**src/rtl/pwm_pkg.sv**
```systemverilog
// pwm_pkg: channel mode encodings and default sizes for pwm_gen_mc
package pwm_pkg;
  localparam logic [1:0] MODE_LEFT      = 2'b00;
  localparam logic [1:0] MODE_RIGHT     = 2'b01;
  localparam logic [1:0] MODE_UNALIGNED = 2'b10;
  localparam logic [1:0] MODE_OFF       = 2'b11;
  localparam int N_CH_DEF  = 4;
  localparam int CNT_W_DEF = 16;
  localparam int PSC_W_DEF = 8;
endpackage

```
**src/rtl/pwm_chan.sv**
```systemverilog
// pwm_chan: one channel's active compare/mode/polarity registers and registered output
module pwm_chan
  import pwm_pkg::*;
#(
  parameter int CNT_W = CNT_W_DEF
) (
  input  logic             clk,
  input  logic             rst_n,
  input  logic             en,
  input  logic             load,
  input  logic [CNT_W-1:0] cnt,
  input  logic [CNT_W-1:0] cmp1,
  input  logic [CNT_W-1:0] cmp2,
  input  logic [1:0]       mode,
  input  logic             pol,
  output logic             pwm
);
  logic [CNT_W-1:0] act_cmp1, act_cmp2;
  logic [1:0] act_mode;
  logic act_pol, r;
  always_comb
    r = act_mode == MODE_LEFT      ? cnt < act_cmp1 :
        act_mode == MODE_RIGHT     ? cnt >= act_cmp1 :
        act_mode == MODE_UNALIGNED ? (act_cmp1 <= cnt) && (cnt < act_cmp2) : 1'b0;
  // Output uses the old active set on a load edge; new values apply from the next sample.
  always_ff @(posedge clk or negedge rst_n)
    if (!rst_n) begin
      act_cmp1 <= '0;
      act_cmp2 <= '0;
      act_mode <= '0;
      act_pol  <= 1'b0;
      pwm      <= 1'b0;
    end else begin
      pwm <= en ? r ^ act_pol : act_pol;
      if (load) begin
        act_cmp1 <= cmp1;
        act_cmp2 <= cmp2;
        act_mode <= mode;
        act_pol  <= pol;
      end
    end
endmodule

```
**src/rtl/pwm_gen_mc.sv**
```systemverilog
// pwm_gen_mc: multi-channel PWM with shared prescaled counter and period-boundary config reload
module pwm_gen_mc
  import pwm_pkg::*;
#(
  parameter int N_CH  = N_CH_DEF,
  parameter int CNT_W = CNT_W_DEF,
  parameter int PSC_W = PSC_W_DEF
) (
  input  logic                  clk,
  input  logic                  rst_n,
  input  logic                  en,
  input  logic                  upd_lock,
  input  logic [PSC_W-1:0]      psc,
  input  logic [CNT_W-1:0]      period,
  input  logic [N_CH*CNT_W-1:0] cmp1,
  input  logic [N_CH*CNT_W-1:0] cmp2,
  input  logic [2*N_CH-1:0]     mode,
  input  logic [N_CH-1:0]       pol,
  output logic [N_CH-1:0]       pwm_out,
  output logic [CNT_W-1:0]      cnt_o,
  output logic                  upd_evt
);
  logic [CNT_W-1:0] cnt, act_period;
  logic [PSC_W-1:0] psc_cnt, act_psc;
  logic tick, wrap, load;
  always_comb begin
    tick = en && psc_cnt == act_psc;
    wrap = tick && cnt == act_period;
    load = !en || (wrap && !upd_lock);
  end
  always_ff @(posedge clk or negedge rst_n)
    if (!rst_n) begin
      cnt        <= '0;
      psc_cnt    <= '0;
      upd_evt    <= 1'b0;
      act_period <= '0;
      act_psc    <= '0;
    end else begin
      cnt     <= !en || wrap ? '0 : tick ? cnt + 1'b1 : cnt;
      psc_cnt <= !en || tick ? '0 : psc_cnt + 1'b1;
      upd_evt <= wrap;
      if (load) begin
        act_period <= period;
        act_psc    <= psc;
      end
    end
  assign cnt_o = cnt;
  for (genvar i = 0; i < N_CH; i++) begin : g_ch
    pwm_chan #(.CNT_W(CNT_W)) u_ch (
      .clk  (clk),
      .rst_n(rst_n),
      .en   (en),
      .load (load),
      .cnt  (cnt),
      .cmp1 (cmp1[i*CNT_W +: CNT_W]),
      .cmp2 (cmp2[i*CNT_W +: CNT_W]),
      .mode (mode[2*i +: 2]),
      .pol  (pol[i]),
      .pwm  (pwm_out[i])
    );
  end
endmodule

```
**config.mk**
```make
export PLATFORM = sky130hd
export DESIGN_NAME = pwm_gen_mc
export DESIGN_NICKNAME = d
export VERILOG_FILES = /design/src/rtl/pwm_pkg.sv /design/src/rtl/pwm_chan.sv /design/src/rtl/pwm_gen_mc.sv
export SDC_FILE = /design/constraint.sdc
export NUM_CORES = 1
export LEC_CHECK = 0
export CORE_MARGIN = 1.5
export CORE_UTILIZATION = 54
export CTS_CLUSTER_DIAMETER = 30
export CTS_CLUSTER_SIZE = 16
export DETAILED_ROUTE_END_ITERATION = 7
export PLACE_DENSITY = 0.8
export SLEW_MARGIN = 10
export SYNTH_ARGS = -nofsm -noshare
export SYNTH_HDL_FRONTEND = slang
export SYNTH_SLANG_ARGS = --single-unit
```
**constraint.sdc**
```tcl
create_clock -name clk -period 3.05 [get_ports clk]
set_input_delay 0.61 -clock clk [delete_from_list [all_inputs] [get_ports clk]]
set_output_delay 0.61 -clock clk [all_outputs]
set_load 0.1 [all_outputs]
```
# Word level (Yosys, flattened, before mapping)
# Cells that the tools add are included.
# word_totals
mem_bits_ro	0
ram_bits	0
ff_bits	193
n_memories	0
inputBits	168
latch_bits	0
# classes
muxes	19
n_lt_le_gt_ge	16
bitwise	4
shifts	0
div_mod_pow	0
addsub	2
multipliers	0
n_eq_ne	10
n_reduce_logical	17
# ops
operator	n
$lt 16x16->1	8
$ge 16x16->1	4
$le 16x16->1	4
$mux 16	2
$add 16x1->16 const B	1
$eq 16x16->1	1
$mux 1	16
$add 8x1->8 const B	1
$eq 2x1->1 const B	4
$eq 2x2->1 const B	4
$eq 8x8->1	1
$logic_not 2->1	4
$mux 8	1
$logic_and 1x1->1	7
$xor 1x1->1	4
$logic_or 1x1->1	3
$logic_not 1->1	2
$reduce_bool 2->1	1

# Longest topological paths before layout
# depth
word_depth	7
ltp_mapped	11

# Hierarchy
# A second synthesis with hierarchy kept.
# unflattened
hier_cells	1052
hier_area_um2	10940.5
# by_module_without_submodules
mod	cells_each	instances	area_each_um2
pwm_chan	210	4	2124.5
pwm_gen_mc	212	1	2442.3

# Worst setup path before layout
# Ideal clock, no wire load.
# synth_timing
kind	register to register
startpoint	register cnt[5], in the netlist cnt_o[5]
endpoint	register g_ch[3].u_ch.pwm
setup_time_ps	122
stages_incl_launch_ff	10
period_less_slack_ps	2981
t_arrival_ps	2858
path_slack_ps	69
cell_sequence	dfrtp_1 inv_1 ha_1 and4_1 nand4_1 a21oi_1 nor3_1 o2111a_1 a311o_1 xor2_1
# synth_between
elab_chain_len	7
elab_cells_between_ends	10
classes_between	order compare (4); mux (4); bitwise (1); reduce/logical (1)
# synth_lines
element	line	rtl
from (decl)	pwm_gen_mc.sv:23	logic [CNT_W-1:0] cnt, act_period;
from (signal assigned)	pwm_gen_mc.sv:39	cnt <= !en || wrap ? '0 : tick ? cnt + 1'b1 : cnt;
$le 16x16->1 / $lt 16x16->1 (equally long branches)	pwm_chan.sv:24	act_mode == MODE_UNALIGNED ? (act_cmp1 <= cnt) && (cnt < act_cmp2) : 1'b0;
$logic_and 1x1->1	pwm_chan.sv:24	
$mux 1	pwm_chan.sv:24	
$mux 1	pwm_chan.sv:23	act_mode == MODE_RIGHT ? cnt >= act_cmp1 :
$mux 1 (*)	pwm_chan.sv:22	r = act_mode == MODE_LEFT ? cnt < act_cmp1 :
$xor 1x1->1 (*)	pwm_chan.sv:34	pwm <= en ? r ^ act_pol : act_pol;
$mux 1 (*)	pwm_chan.sv:34	
to (signal assigned)	pwm_chan.sv:34	
to (decl)	pwm_chan.sv:16	output logic pwm
# Every way passes the cells marked *; elsewhere a longest branch is shown, timed or not.
# A chain may end at the register's enable or synchronous reset.

# Final worst setup path
# layout_timing
startpoint	register cnt[13], in the netlist cnt_o[13]
endpoint	register g_ch[3].u_ch.pwm
# Same word-level chain as after synthesis.

==> results.sh <==
export IMPL_outcome="finished clean"
export IMPL_setup_tns_final_ns=0
export IMPL_drv_cap=0
export IMPL_hold_path_class="input port to async pin"
export IMPL_first_global_vias=8839
export IMPL_vias_per_cell=5.506
export IMPL_totalWireLength_um=27740
export IMPL_synth_edf_count=0
export IMPL_max_freq_ghz=0.3474
export IMPL_routedWlPerCell_um=17.90
export IMPL_clock_insertion_delay_worst_skew_ns=0.43
export IMPL_netlist_area_sq_um=10750
export IMPL_seqCellArea_sq_um=4830
export IMPL_ys_dominant_reg_cell="sky130_fd_sc_hd__dfrtp_1"
export IMPL_finalHoldViolCount=0
export IMPL_grt_start_max_net_pins=76
export IMPL_yosys_warnings=0
export IMPL_period_share=0.9438
export IMPL_post_place_cells=1521
export IMPL_setup_ws_ns=0.1715
export IMPL_cts_tree="done"
export IMPL_preCtsSetupSlack_ns=0.1646
export IMPL_p_per_area_nw_per_um2=447.6
export IMPL_initial_core_util=0.5522
export IMPL_cp_required_ns=3.36
export IMPL_post_synth_inst_count=1070
export IMPL_core_sq_um=19460
export IMPL_clock_tree_root_buffer_cell="sky130_fd_sc_hd__clkbuf_16"
export IMPL_portBuffers=188
export IMPL_boundaryPins=189
export IMPL_rsz0062_at_grt="false"
export IMPL_final_core_utilization=0.6950
export IMPL_worst_setup_path_type="flop to flop"
export IMPL_synthesis_nets=1364
export IMPL_report_final_setup_viol=0
export IMPL_final_max_slew_violation_count=0
export IMPL_peakVddDrop_mv=0.4333
export IMPL_synth_seq_area_share=0.4494
export IMPL_crit_buf_inv=2
export IMPL_cts_hold_repair_buffers=0
export IMPL_numCtsBuffers=17
export IMPL_antenna_fix_cells=0
export IMPL_fillCellCount=1449
export IMPL_num_rows=51
export IMPL_cpPeakStageDelay_ns=0.60
export IMPL_drcViolationCount=0
export IMPL_dp_hpwl_um=20840
export IMPL_routed_via_count=8534
export IMPL_slew_headroom=0.4611
export IMPL_synth_most_common_cell="sky130_fd_sc_hd__dfrtp_1"
export IMPL_clk_pin_slew_worst_paths_ns=0.07
export IMPL_synthDominantCellAreaShare=0.4494
export IMPL_grt_overflow_total=0
export IMPL_gp_routability_congestion=0.8762
export IMPL_timing_critical_path_arrival_ns=3.19
export IMPL_die_x_um=144.1
export IMPL_syn_to_final_growth_pct=25.86
export IMPL_ant_nets=0
export IMPL_drive_gt1_frac=0.1136
export IMPL_synth_lib_cells_used_distinct=53
export IMPL_clock_path_buffers=2
export IMPL_synth_async_reset_ratio=1.000
export IMPL_commonest_cells_post_synth="193 x sky130_fd_sc_hd__dfrtp_1, 144 x sky130_fd_sc_hd__nand2_1, 126 x sky130_fd_sc_hd__ha_1, 125 x sky130_fd_sc_hd__inv_1, 94 x sky130_fd_sc_hd__o21ai_0"
export IMPL_floorplan_die_area_sq_um=20760
export IMPL_antenna_found_initial=1
export IMPL_yosysTopAreaCell="sky130_fd_sc_hd__dfrtp_1"
export IMPL_die_height_um=144.1
export IMPL_ys_ff_latch=193
export IMPL_synthesis_area_per_instance_sq_um=10.04
export IMPL_final_instance_count_without_filler_cells=1550
export IMPL_placement_cell_area_sq_um=12970
export IMPL_start_kind="flop"
export IMPL_tightest_slew_ns=0.7982
export IMPL_drt_iter0_drc=594
export IMPL_final_min_clock_period_ns=2.879
export IMPL_detailedRoute_firstPassIterationCount=5
export IMPL_tritoncts_num_sinks=193
export IMPL_critical_path_peak_fanout=6
export IMPL_global_route_wire_length_before_repair_um=44640
export IMPL_crit_path_cell_trace="buf_4 > inv_1 > ha_1 > and4_1 > nand4_1 > a21oi_1 > nor3_1 > o2111a_1 > a311o_1 > xor2_1"
export IMPL_leakage_uw=0.006576
export IMPL_htree_num_levels=4
export IMPL_clock_skew_final_ns=0.007146
export IMPL_post_cts_setup_buffers=0
export IMPL_cts_repair_resize_count=0
export IMPL_multi_input_area_sq_um=5172
export IMPL_final_design_area_no_fill_sq_um=13530
export IMPL_aggregate_global_route_resource_usage=0.2838
export IMPL_final_net_count=1569
export IMPL_crit_family="compound AO/OA/AOI/OAI gates"
export IMPL_synth_top_cells_by_area="sky130_fd_sc_hd__dfrtp_1 45%, sky130_fd_sc_hd__ha_1 15%, sky130_fd_sc_hd__mux2_2 5.7%"
export IMPL_crit_path_end_kind="flop"
export IMPL_crit_slowest_cell="sky130_fd_sc_hd__dfrtp_1"
## worst register-to-register path: cells and delay by family (launching register included)
family                     cells  cell delay (ns)
AOI/OAI and AO/OA              3             0.78
DFF                            1             0.60
and+or+nand+nor                3             0.60
buffers and inverters          2             0.35
adders and majority gates      1             0.30
xor gates and xnor gates       1             0.14
## cell type report
class,count,share of cell area
Multi-Input combinational cell,714,0.3824
Timing Repair Buffer,224,0.1601
Sequential cell,193,0.3570
Tap cell,265,0.02451
Inverter,125,0.03469
Clock inverter,10,0.008510
Clock buffer,19,0.03274
## registers in the layout, indices dropped and copies added, names as in the netlist
name / flops
act_period: 16
g_ch.u_ch.pwm: 4
act_psc: 8
g_ch.u_ch.act_mode: 8
g_ch.u_ch.act_pol: 4
g_ch.u_ch.act_cmp2: 64
psc_cnt: 8
cnt_o: 16
g_ch.u_ch.act_cmp1: 64
upd_evt: 1
## layout by cell type, fill, tap and decap left out, types with 18 or more instances in the layout
cell                              count
sky130_fd_sc_hd__mux2_2              54
sky130_fd_sc_hd__dfrtp_1            193
sky130_fd_sc_hd__a21o_1              18
sky130_fd_sc_hd__xor2_1              29
sky130_fd_sc_hd__o21ai_0             94
sky130_fd_sc_hd__nand2_1            144
sky130_fd_sc_hd__nor2_1              35
sky130_fd_sc_hd__ha_1               126
sky130_fd_sc_hd__buf_4               52
sky130_fd_sc_hd__clkdlybuf4s50_1    166
sky130_fd_sc_hd__o21ai_1             32
sky130_fd_sc_hd__xnor2_1             18
sky130_fd_sc_hd__a21oi_1             37
sky130_fd_sc_hd__inv_1              125
## logic make-up after synthesis
kind of cell	after synthesis	synth area share
xor+xnor	47	0.03830
fa+ha+maj	126	0.1467
mux	57	0.05960
compound gates	223	0.1218
flops	193	0.4494
buf+inv	163	0.07008
simple gates	261	0.1142
## metal layers
layer / wire (um) / track usage / share of wire / vias up
li1: - / - / - / 4081
met1: 11850 / 0.3724 / 0.43 / 4039
met2: 12480 / 0.4445 / 0.45 / 337
met3: 2335 / 0.06556 / 0.084 / 77
met4: 1083 / 0.1353 / 0.039 / 0
met5: 0 / 0 / 0 / -
## final timing paths
kind / end / slack (ns) / from / cells after the start
worst max-delay path: g_ch[3].u_ch.pwm / 0.17 / cnt_o[13] / 10
worst min register to register: g_ch[2].u_ch.pwm / 0.47 / g_ch[2].u_ch.act_pol / 1
max in group asynchronous: g_ch[3].u_ch.act_cmp1[9] / 2.04 / rst_n / 2
worst max register to register: g_ch[3].u_ch.pwm / 0.17 / cnt_o[13] / 10
min in group clk: g_ch[2].u_ch.pwm / 0.47 / g_ch[2].u_ch.act_pol / 1
worst min-delay path: g_ch[2].u_ch.act_cmp1[8] / 0.18 / rst_n / 1
## per-stage QoR
stage | hold WS [ns] | total power, uW
finish | 0.1773 | 6055
global route | 0.2151 | 6330
CTS | 0.1948 | 6090
detailed placement | 0.4585 | 3932
global placement | 0.4570 | 3891
floorplan | 0.3144 | 3492
## report_power, final
| group | switching [uW] | internal [uW] | total [uW] | leakage (uW) |
|---|---|---|---|---|
| Clock | 954 | 1210 | 2170 | 0.000267 |
| Sequential | 104 | 2770 | 2880 | 0.00236 |
| Combinational | 525 | 485 | 1010 | 0.00395 |
Power figures use the tool's default switching activity.
